<file path="src/rtl/serial_add_ctrl_if.sv">
`default_nettype none
// ============================================================================
//  Module      : serial_add_ctrl_if
//  Description : Requester <-> serial adder controller bundle. The requester
//                (master) issues start with operands a/b; the controller
//                (slave) reports busy, a one-cycle done pulse and the
//                registered sum/cout.
//  Revision    : 1.0  initial release
// ============================================================================
interface serial_add_ctrl_if #(
  parameter int WIDTH = 8
);
  logic             start;
  logic [WIDTH-1:0] a;
  logic [WIDTH-1:0] b;
  logic             busy;
  logic             done;
  logic [WIDTH-1:0] sum;
  logic             cout;

  // Requester side: drives the request and operands, observes the result
  modport master (
    output start, a, b,
    input  busy, done, sum, cout
  );

  // Controller side: consumes the request and operands, drives the result
  modport slave (
    input  start, a, b,
    output busy, done, sum, cout
  );
endinterface
`default_nettype wire

</file>
<file path="src/rtl/serial_add_ctrl.sv">
`default_nettype none
// ============================================================================
//  Module      : serial_add_ctrl
//  Description : Bit-serial adder controller. Adds two WIDTH-bit operands
//                LSB-first through a single 1-bit full-adder cell (two half
//                adders plus an OR) over WIDTH clock cycles. Captures the
//                operands on an accepted start, sequences the operand shift
//                registers, carry register and partial-sum register, and
//                publishes sum/cout with a one-cycle done pulse.
//  Revision    : 1.0  initial release
// ============================================================================
module serial_add_ctrl #(
  parameter int WIDTH = 8
) (
  input  wire logic         clk,
  input  wire logic         rst_n,
  serial_add_ctrl_if.slave  bus
);

  // Bit counter only has to reach WIDTH-1; keep at least one bit for WIDTH=2.
  localparam int CW = (WIDTH > 2) ? $clog2(WIDTH) : 1;
  localparam logic [CW-1:0] c_last_cnt = CW'(WIDTH - 1);

  typedef enum logic [1:0] {
    ST_IDLE = 2'd0,
    ST_RUN  = 2'd1,
    ST_DONE = 2'd2
  } state_t;

  state_t           state_q, state_d;
  logic [WIDTH-1:0] a_sh_q,  a_sh_d;
  logic [WIDTH-1:0] b_sh_q,  b_sh_d;
  logic [WIDTH-1:0] p_sh_q,  p_sh_d;
  logic [WIDTH-1:0] sum_q,   sum_d;
  logic             c_q,     c_d;
  logic             cout_q,  cout_d;
  logic             busy_q,  busy_d;
  logic             done_q,  done_d;
  logic [CW-1:0]    cnt_q,   cnt_d;

  // Full-adder cell built from two half adders; the two carries never
  // assert together, so a plain OR merges them.
  logic w_ha0_s, w_ha0_c;
  logic w_ha1_s, w_ha1_c;
  logic w_s, w_co;

  halfadd u_ha0 (
    .i_a (a_sh_q[0]),
    .i_b (b_sh_q[0]),
    .o_s (w_ha0_s),
    .o_c (w_ha0_c)
  );

  halfadd u_ha1 (
    .i_a (w_ha0_s),
    .i_b (c_q),
    .o_s (w_ha1_s),
    .o_c (w_ha1_c)
  );

  assign w_s  = w_ha1_s;
  assign w_co = w_ha0_c | w_ha1_c;

  // Next-state, datapath sequencing and registered-output decode
  always_comb begin
    state_d = state_q;
    a_sh_d  = a_sh_q;
    b_sh_d  = b_sh_q;
    p_sh_d  = p_sh_q;
    sum_d   = sum_q;
    c_d     = c_q;
    cout_d  = cout_q;
    cnt_d   = cnt_q;

    case (state_q)
      ST_IDLE: begin
        if (bus.start) begin
          a_sh_d  = bus.a;
          b_sh_d  = bus.b;
          c_d     = 1'b0;
          cnt_d   = '0;
          state_d = ST_RUN;
        end
      end

      ST_RUN: begin
        // One bit per edge: new sum bit enters at the MSB so that after
        // WIDTH edges the LSB computed first has shifted down to bit 0.
        p_sh_d = {w_s, p_sh_q[WIDTH-1:1]};
        a_sh_d = {1'b0, a_sh_q[WIDTH-1:1]};
        b_sh_d = {1'b0, b_sh_q[WIDTH-1:1]};
        c_d    = w_co;
        if (cnt_q == c_last_cnt) begin
          sum_d   = {w_s, p_sh_q[WIDTH-1:1]};
          cout_d  = w_co;
          cnt_d   = '0;
          state_d = ST_DONE;
        end else begin
          cnt_d = cnt_q + CW'(1);
        end
      end

      ST_DONE: begin
        // A start seen while done is high chains straight into a new add,
        // giving one result every WIDTH+1 cycles.
        if (bus.start) begin
          a_sh_d  = bus.a;
          b_sh_d  = bus.b;
          c_d     = 1'b0;
          cnt_d   = '0;
          state_d = ST_RUN;
        end else begin
          state_d = ST_IDLE;
        end
      end

      default: begin
        state_d = ST_IDLE;
      end
    endcase

    // Status flags are decoded from the next state so they are registered
    // and line up with the state they describe.
    busy_d = (state_d == ST_RUN);
    done_d = (state_d == ST_DONE);
  end

  // State and datapath registers; asynchronous reset aborts any add in flight
  always_ff @(posedge clk or negedge rst_n) begin
    if (!rst_n) begin
      state_q <= ST_IDLE;
      a_sh_q  <= '0;
      b_sh_q  <= '0;
      p_sh_q  <= '0;
      sum_q   <= '0;
      c_q     <= 1'b0;
      cout_q  <= 1'b0;
      busy_q  <= 1'b0;
      done_q  <= 1'b0;
      cnt_q   <= '0;
    end else begin
      state_q <= state_d;
      a_sh_q  <= a_sh_d;
      b_sh_q  <= b_sh_d;
      p_sh_q  <= p_sh_d;
      sum_q   <= sum_d;
      c_q     <= c_d;
      cout_q  <= cout_d;
      busy_q  <= busy_d;
      done_q  <= done_d;
      cnt_q   <= cnt_d;
    end
  end

  assign bus.busy = busy_q;
  assign bus.done = done_q;
  assign bus.sum  = sum_q;
  assign bus.cout = cout_q;

endmodule

// ============================================================================
//  Module      : halfadd
//  Description : 1-bit half adder used to build the serial full-adder cell.
//  Revision    : 1.0  initial release
// ============================================================================
module halfadd (
  input  wire logic i_a,
  input  wire logic i_b,
  output logic      o_s,
  output logic      o_c
);
  assign o_s = i_a ^ i_b;
  assign o_c = i_a & i_b;
endmodule
`default_nettype wire

</file>
<file path="src/flat_wrapper.sv">
// flat-port wrapper written by rule: the top's interface ports become plain ports
module serial_add_ctrl_flat 
#(
  parameter int WIDTH = 8
)
  (clk, rst_n, bus_start, bus_a, bus_b, bus_busy, bus_done, bus_sum, bus_cout);
  serial_add_ctrl_if #(.WIDTH(WIDTH)) bus_i ();
  input  wire logic clk;
  input  wire logic rst_n;
  input wire logic [$bits(bus_i.start)-1:0] bus_start;
  input wire logic [$bits(bus_i.a)-1:0] bus_a;
  input wire logic [$bits(bus_i.b)-1:0] bus_b;
  output wire logic [$bits(bus_i.busy)-1:0] bus_busy;
  output wire logic [$bits(bus_i.done)-1:0] bus_done;
  output wire logic [$bits(bus_i.sum)-1:0] bus_sum;
  output wire logic [$bits(bus_i.cout)-1:0] bus_cout;
  assign bus_i.start = bus_start;
  assign bus_i.a = bus_a;
  assign bus_i.b = bus_b;
  assign bus_busy = bus_i.busy;
  assign bus_done = bus_i.done;
  assign bus_sum = bus_i.sum;
  assign bus_cout = bus_i.cout;
  serial_add_ctrl #(.WIDTH(WIDTH)) u_core (.clk(clk), .rst_n(rst_n), .bus(bus_i));
endmodule
</file>
<file path="config.mk">
export PLATFORM = sky130hd
export DESIGN_NAME = serial_add_ctrl_flat
export DESIGN_NICKNAME = d
export VERILOG_FILES = /design/src/rtl/serial_add_ctrl_if.sv /design/src/rtl/serial_add_ctrl.sv /design/src/flat_wrapper.sv
export SDC_FILE = /design/constraint.sdc
export NUM_CORES = 1
export LEC_CHECK = 0
export CORE_AREA = 2 2 92 94
export CTS_CLUSTER_DIAMETER = 50
export CTS_CLUSTER_SIZE = 12
export DETAILED_ROUTE_END_ITERATION = 8
export DIE_AREA = 0 0 94 96
export GPL_TIMING_DRIVEN = 0
export SLEW_MARGIN = 20
export SYNTH_ARGS = -nofsm -noshare
export SYNTH_HDL_FRONTEND = slang
export SYNTH_SLANG_ARGS = --single-unit
export TNS_END_PERCENT = 30
</file>
<file path="constraint.sdc">
create_clock -name clk -period 1.7 [get_ports clk]
set_input_delay 0.17 -clock clk [delete_from_list [all_inputs] [get_ports clk]]
set_output_delay 0.17 -clock clk [all_outputs]
set_load 0.03 [all_outputs]
</file>
## Word-level counts from Yosys, hierarchy flattened

Cells that the tools add are included.
W data, S select, Z words.

| cells by class | value |
|---|---|
| add/sub/neg operators | 1 |
| eq/ne operators | 6 |
| mux-type cells | 13 |
| bitwise operators | 5 |
| reductions and logical operators | 5 |

Operator list:

| kind | count |
|---|---|
| $pmux W8 S2 | 2 |
| $mux W8 | 2 |
| $mux W3 | 2 |
| $pmux W2 S3 | 1 |
| $pmux W3 S2 | 1 |
| $eq A2 B1 Y1 const B | 2 |
| $eq A2 B2 Y1 const B | 2 |
| $mux W2 | 2 |
| $reduce_and A2 Y1 | 2 |
| $add A3 B1 Y3 const B | 1 |
| $eq A3 B3 Y1 const B | 1 |
| $and A1 B1 Y1 | 2 |
| $logic_not A2 Y1 | 1 |
| $mux W1 | 2 |
| $ne A2 B1 Y1 const B | 1 |
| $pmux W1 S2 | 1 |
| $reduce_bool A2 Y1 | 1 |
| $reduce_or A2 Y1 | 1 |
| $xor A1 B1 Y1 | 2 |
| $or A1 B1 Y1 | 1 |

| word-level totals | value |
|---|---|
| register bits after elaboration | 41 |
| bits of input ports | 19 |
| output and inout bits | 11 |
| word-level logic and storage cells | 40 |

## Depth between registers and ports, before layout

| depth | value |
|---|---|
| word-level depth | 4 |
| gate-level depth with buffers | 5 |
| mapped depth without buffers | 4 |

## Hierarchy

Synthesis repeated with hierarchy kept, for this count alone.

| unflattened totals | value |
|---|---|
| cells, all modules | 155 |
| area total of the unflattened synthesis | 1,863.0 um^2 |

By module, submodules not included:

| module | instances | cells each | area an instance (um^2) | seq. area each (um^2) |
|---|---|---|---|---|
| serial_add_ctrl | 1 | 153 | 1,838.0 | 1,001.0 |
| halfadd | 2 | 1 | 12.5 | 0.0 |

## Worst setup path after synthesis

OpenSTA, ideal clock, no wires.

| timing | value |
|---|---|
| kind | register -> register |
| from | reg u_core.cnt_q[0] |
| to | reg u_core.sum_q[1], in the netlist u_core.bus.sum[1] |
| setup time | 125 ps |
| arrival time | 1,364 ps |
| required time | 1,575 ps |
| setup slack | 211 ps |
| stages on the path, launching flop included | 6 |
| buffers on the path | 1 |
| period minus slack after synthesis | 1,489 ps |
| cell sequence | dfrtp_1 ha_1 ha_1 nand3b_4 buf_6 mux2_4 |

| between the ends | value |
|---|---|
| longest elaborated chain between the ends | 2 |

Ends and longest elaborated chain:

| what | line | RTL |
|---|---|---|
| start, declared | serial_add_ctrl.sv:39 | `logic [CW-1:0] cnt_q, cnt_d;` |
| start signal, assigned | serial_add_ctrl.sv:151 | `cnt_q <= cnt_d;` |
| $eq A3 B3 Y1 | serial_add_ctrl.sv:93 | `if (cnt_q == c_last_cnt) begin` |
| $reduce_and A2 Y1 (no line) | - |  |
| end signal, assigned | serial_add_ctrl.sv:146 | `sum_q <= sum_d;` |
| end, declared | serial_add_ctrl.sv:34 | `logic [WIDTH-1:0] sum_q, sum_d;` |

No other way between the ends.
A chain may end at the register's enable or synchronous reset.

## Final worst setup path

Same ends and word-level chain as after synthesis.

==> reports/metrics.cfg <==
[critical_path]
crit_slowest_cell=dfrtp_1
slowest_delay_ns=0.42
start_kind=flip-flop
crit_buf_inv=1
crit_chain=ha_1 -> ha_1 -> nand3b_4 -> buf_6 -> mux2_4
crit_top_cell=ha_1
path_class=reg -> reg
critPathRequiredTime_ns=1.87
endpoint_kind=flip-flop
critical-path-top-delay-family=adder cells
cp.arrival_ns=1.82
path_max_fanout=10

[power]
p_total_mw=4.18
clock_power_share=0.186
seq_power_share=0.396
power.leakage_nw=1.20
p_per_area_nw_per_um2=1670
power_frac_comb=0.419
p_int_mw=2.74
peakVddDrop_v=0.000527
p_sw_mw=1.44
p_sw_frac=0.345

[synth]
syn_area_um2=1950
synthAdderAreaFrac=0.0231
synth_top_family_by_area=multiplexers
ys_warn_count=0
yosys.area_share.simple=0.0431
synth.area.mux_share=0.334
synth_compound_area_frac=0.0302
ys_ff_latch=40
synth_xor_area_frac=0
postSynthAreaPerCell_um2=13.7
synth.distinct_cells=23
yosysSeqAreaShare=0.514
syn_inst=142
syn_nets=164

[timing]
fin_crit_sh=0.966
fin_tns_setup_ns=0
period_needed_ns=1.64
relSlewSlack=0.743
maxSlewViolCount=0
rsz0062_at_grt=false
finalHoldViolCount=0
fmax_ghz=0.609
setup_violations=0
skew_ns=0.00775
tightest_slew_ns=0.386

[global_routing]
grt_pass1_wl_mm=5.93
grt_use_total=0.0848
antenna_found_initial=0
grt-ovfl-total=0
grt_start_max_net_pins=27
first_global_vias=1197

[cells_and_area]
multiInputGateArea_um2=838
layout-drive-gt1-share=0.194
n_fill_cell=843
nets=201
register_area_um2=1000
diodes=0
synthToLayoutAreaGrowth_pct=28.1

[place]
dp_hpwl_mm=2.56
gp_congestion=0.676
io_buffers=28

[die]
io_pins=30
start_util=0.242
rows=33
coreArea_um2=8050
dieHeight_um=96
die_x_um=94
die_area_um2=9020

[cts]
htreeDepth=2
cts_buffers=5
cts.clk_slew.worst_paths_ns=0.08
clock-sinks=40
clockBufferDepth=2
cts_setup_buffers=0
cts_resized=0
clockRootBuffer=clkbuf_8
cts_tree=done
clk_latency_ns=0.29
cts_hold_buf=1

[route]
postRouteAntennaNets=0
drt_iter0_markers=25
first_pass_iters=4
via_per_inst=4.14
vias=1181
wire_per_inst_um=12.6
drcViolationCount=0
drt_wl_total_mm=3.60

[flow_run]
drv_cap=0

[min_path]
holdCritPathClass=in -> reg

[status]
status=completed

==> cells in the mapped netlist, drive strengths merged <==
library cell | number | share of area
a22o | 1 | 0.0045
nor4b | 1 | 0.0045
mux2i | 47 | 0.24
clkbuf | 1 | 0.0026
a211o | 2 | 0.0090
fa | 1 | 0.010
and3 | 2 | 0.0064
buf | 9 | 0.035
nand2b | 3 | 0.0096
o21ai | 2 | 0.0051
nor4bb | 1 | 0.0051
ha | 2 | 0.013
dfrtp | 40 | 0.51
nand3b | 1 | 0.010
inv | 9 | 0.017
mux2 | 14 | 0.093
nand3 | 2 | 0.0051
nor2 | 1 | 0.0019
a32o | 1 | 0.0051
o22ai | 2 | 0.0064
==> metrics by stage <==
stage	cells	utilization	instance area, µm²	setup slack, ns	hold slack (ns)
finish	285	0.310	2490	0.0577	0.294
floorplan	142	-	1950	0.211	-0.126
detailed placement	276	0.295	2370	0.0819	0.115
global route	285	0.310	2490	0.0141	0.298
global placement	275	0.293	2360	-0.637	0.489
CTS	285	0.310	2490	0.0528	0.293
==> final cells by class <==
class	count	area share
sequential	40	0.401
multi-input combinational	83	0.336
timing repair buffer	30	0.122
tap	105	0.0527
buffer	10	0.0296
clock buffer	5	0.0276
clock inverter	3	0.0171
inverter	9	0.0135
==> worst reg2reg max path: cells and delay by family (launching register included) <==
family                     cells  cell delay [ns]
muxes                          1             0.32
buffers and inverters          1             0.17
and+or+nand+nor                1             0.12
adders and majority gates      2             0.49
DFF                            1             0.42
==> layer usage <==
metal	wire length (µm)	part of all wire	GRT usage
met3	200	0.055	0.0274
met1	1790	0.50	0.119
met5	0	0	0
met2	1600	0.44	0.125
met4	14	0.0039	0.0254
==> registers in the layout (all words and copies together) (netlist names) <==
signal / cells
u_core.a_sh_q: 8
u_core.b_sh_q: 8
u_core.bus.sum: 8
u_core.p_sh_q: 7
u_core.cnt_q: 3
u_core.state_q: 2
u_core.bus.busy: 1
u_core.bus.cout: 1
u_core.bus.done: 1
u_core.c_q: 1
==> cells by family after synthesis <==
kind of cell    Yosys count
flops                    40
simple gates             11
mux                      61
compound gates            8
fa+ha+maj                 3
buf+inv                  19
==> final timing paths <==
check / depth (start not counted) / startpoint / endpoint / slack, ns
min reg2reg: 1 / u_core.p_sh_q[1]$_DFFE_PN0N_ / u_core.bus.sum[0]$_DFFE_PN0P_ / 0.50
max in group asynchronous: 3 / rst_n / u_core.a_sh_q[6]$_DFFE_PN0P_ / 0.91
min in group asynchronous: 2 / rst_n / u_core.a_sh_q[1]$_DFFE_PN0P_ / 0.32
max: 5 / u_core.cnt_q[0]$_DFFE_PN0P_ / u_core.bus.sum[1]$_DFFE_PN0P_ / 0.06
max reg2reg: 5 / u_core.cnt_q[0]$_DFFE_PN0P_ / u_core.bus.sum[1]$_DFFE_PN0P_ / 0.06
min: 3 / bus_start / u_core.a_sh_q[3]$_DFFE_PN0P_ / 0.29
==> cell usage in the layout (no fill, tap or decap), drive strengths merged <==
cell type and n:
nor4b 1, inv 9, nor4bb 1, a22o 1
nand2b 3, a32o 1, o21ai 2, buf 11
dfrtp 40, clkinvlp 1, mux2 14, o22ai 2
ha 2, and3 2, a211o 2, nand3 2
clkbuf 6, fa 1, mux2i 47, clkinv 1
dlygate4sd3 1, nand3b 1, nor2 1, clkdlybuf4s50 27
bufinv 1
==> power by group through the flow <==
| stage | clock network [mW] | registers [mW] | logic, mW |
|---|---|---|---|
| floorplan | 0 | 1.84 | 1.05 |
| CTS | 0.798 | 1.66 | 1.79 |
| finish | 0.776 | 1.65 | 1.75 |
| global placement | 0 | 1.66 | 1.72 |
| global route | 0.836 | 1.72 | 1.93 |
| detailed placement | 0 | 1.68 | 1.78 |
(Power assumes the default switching activity.)
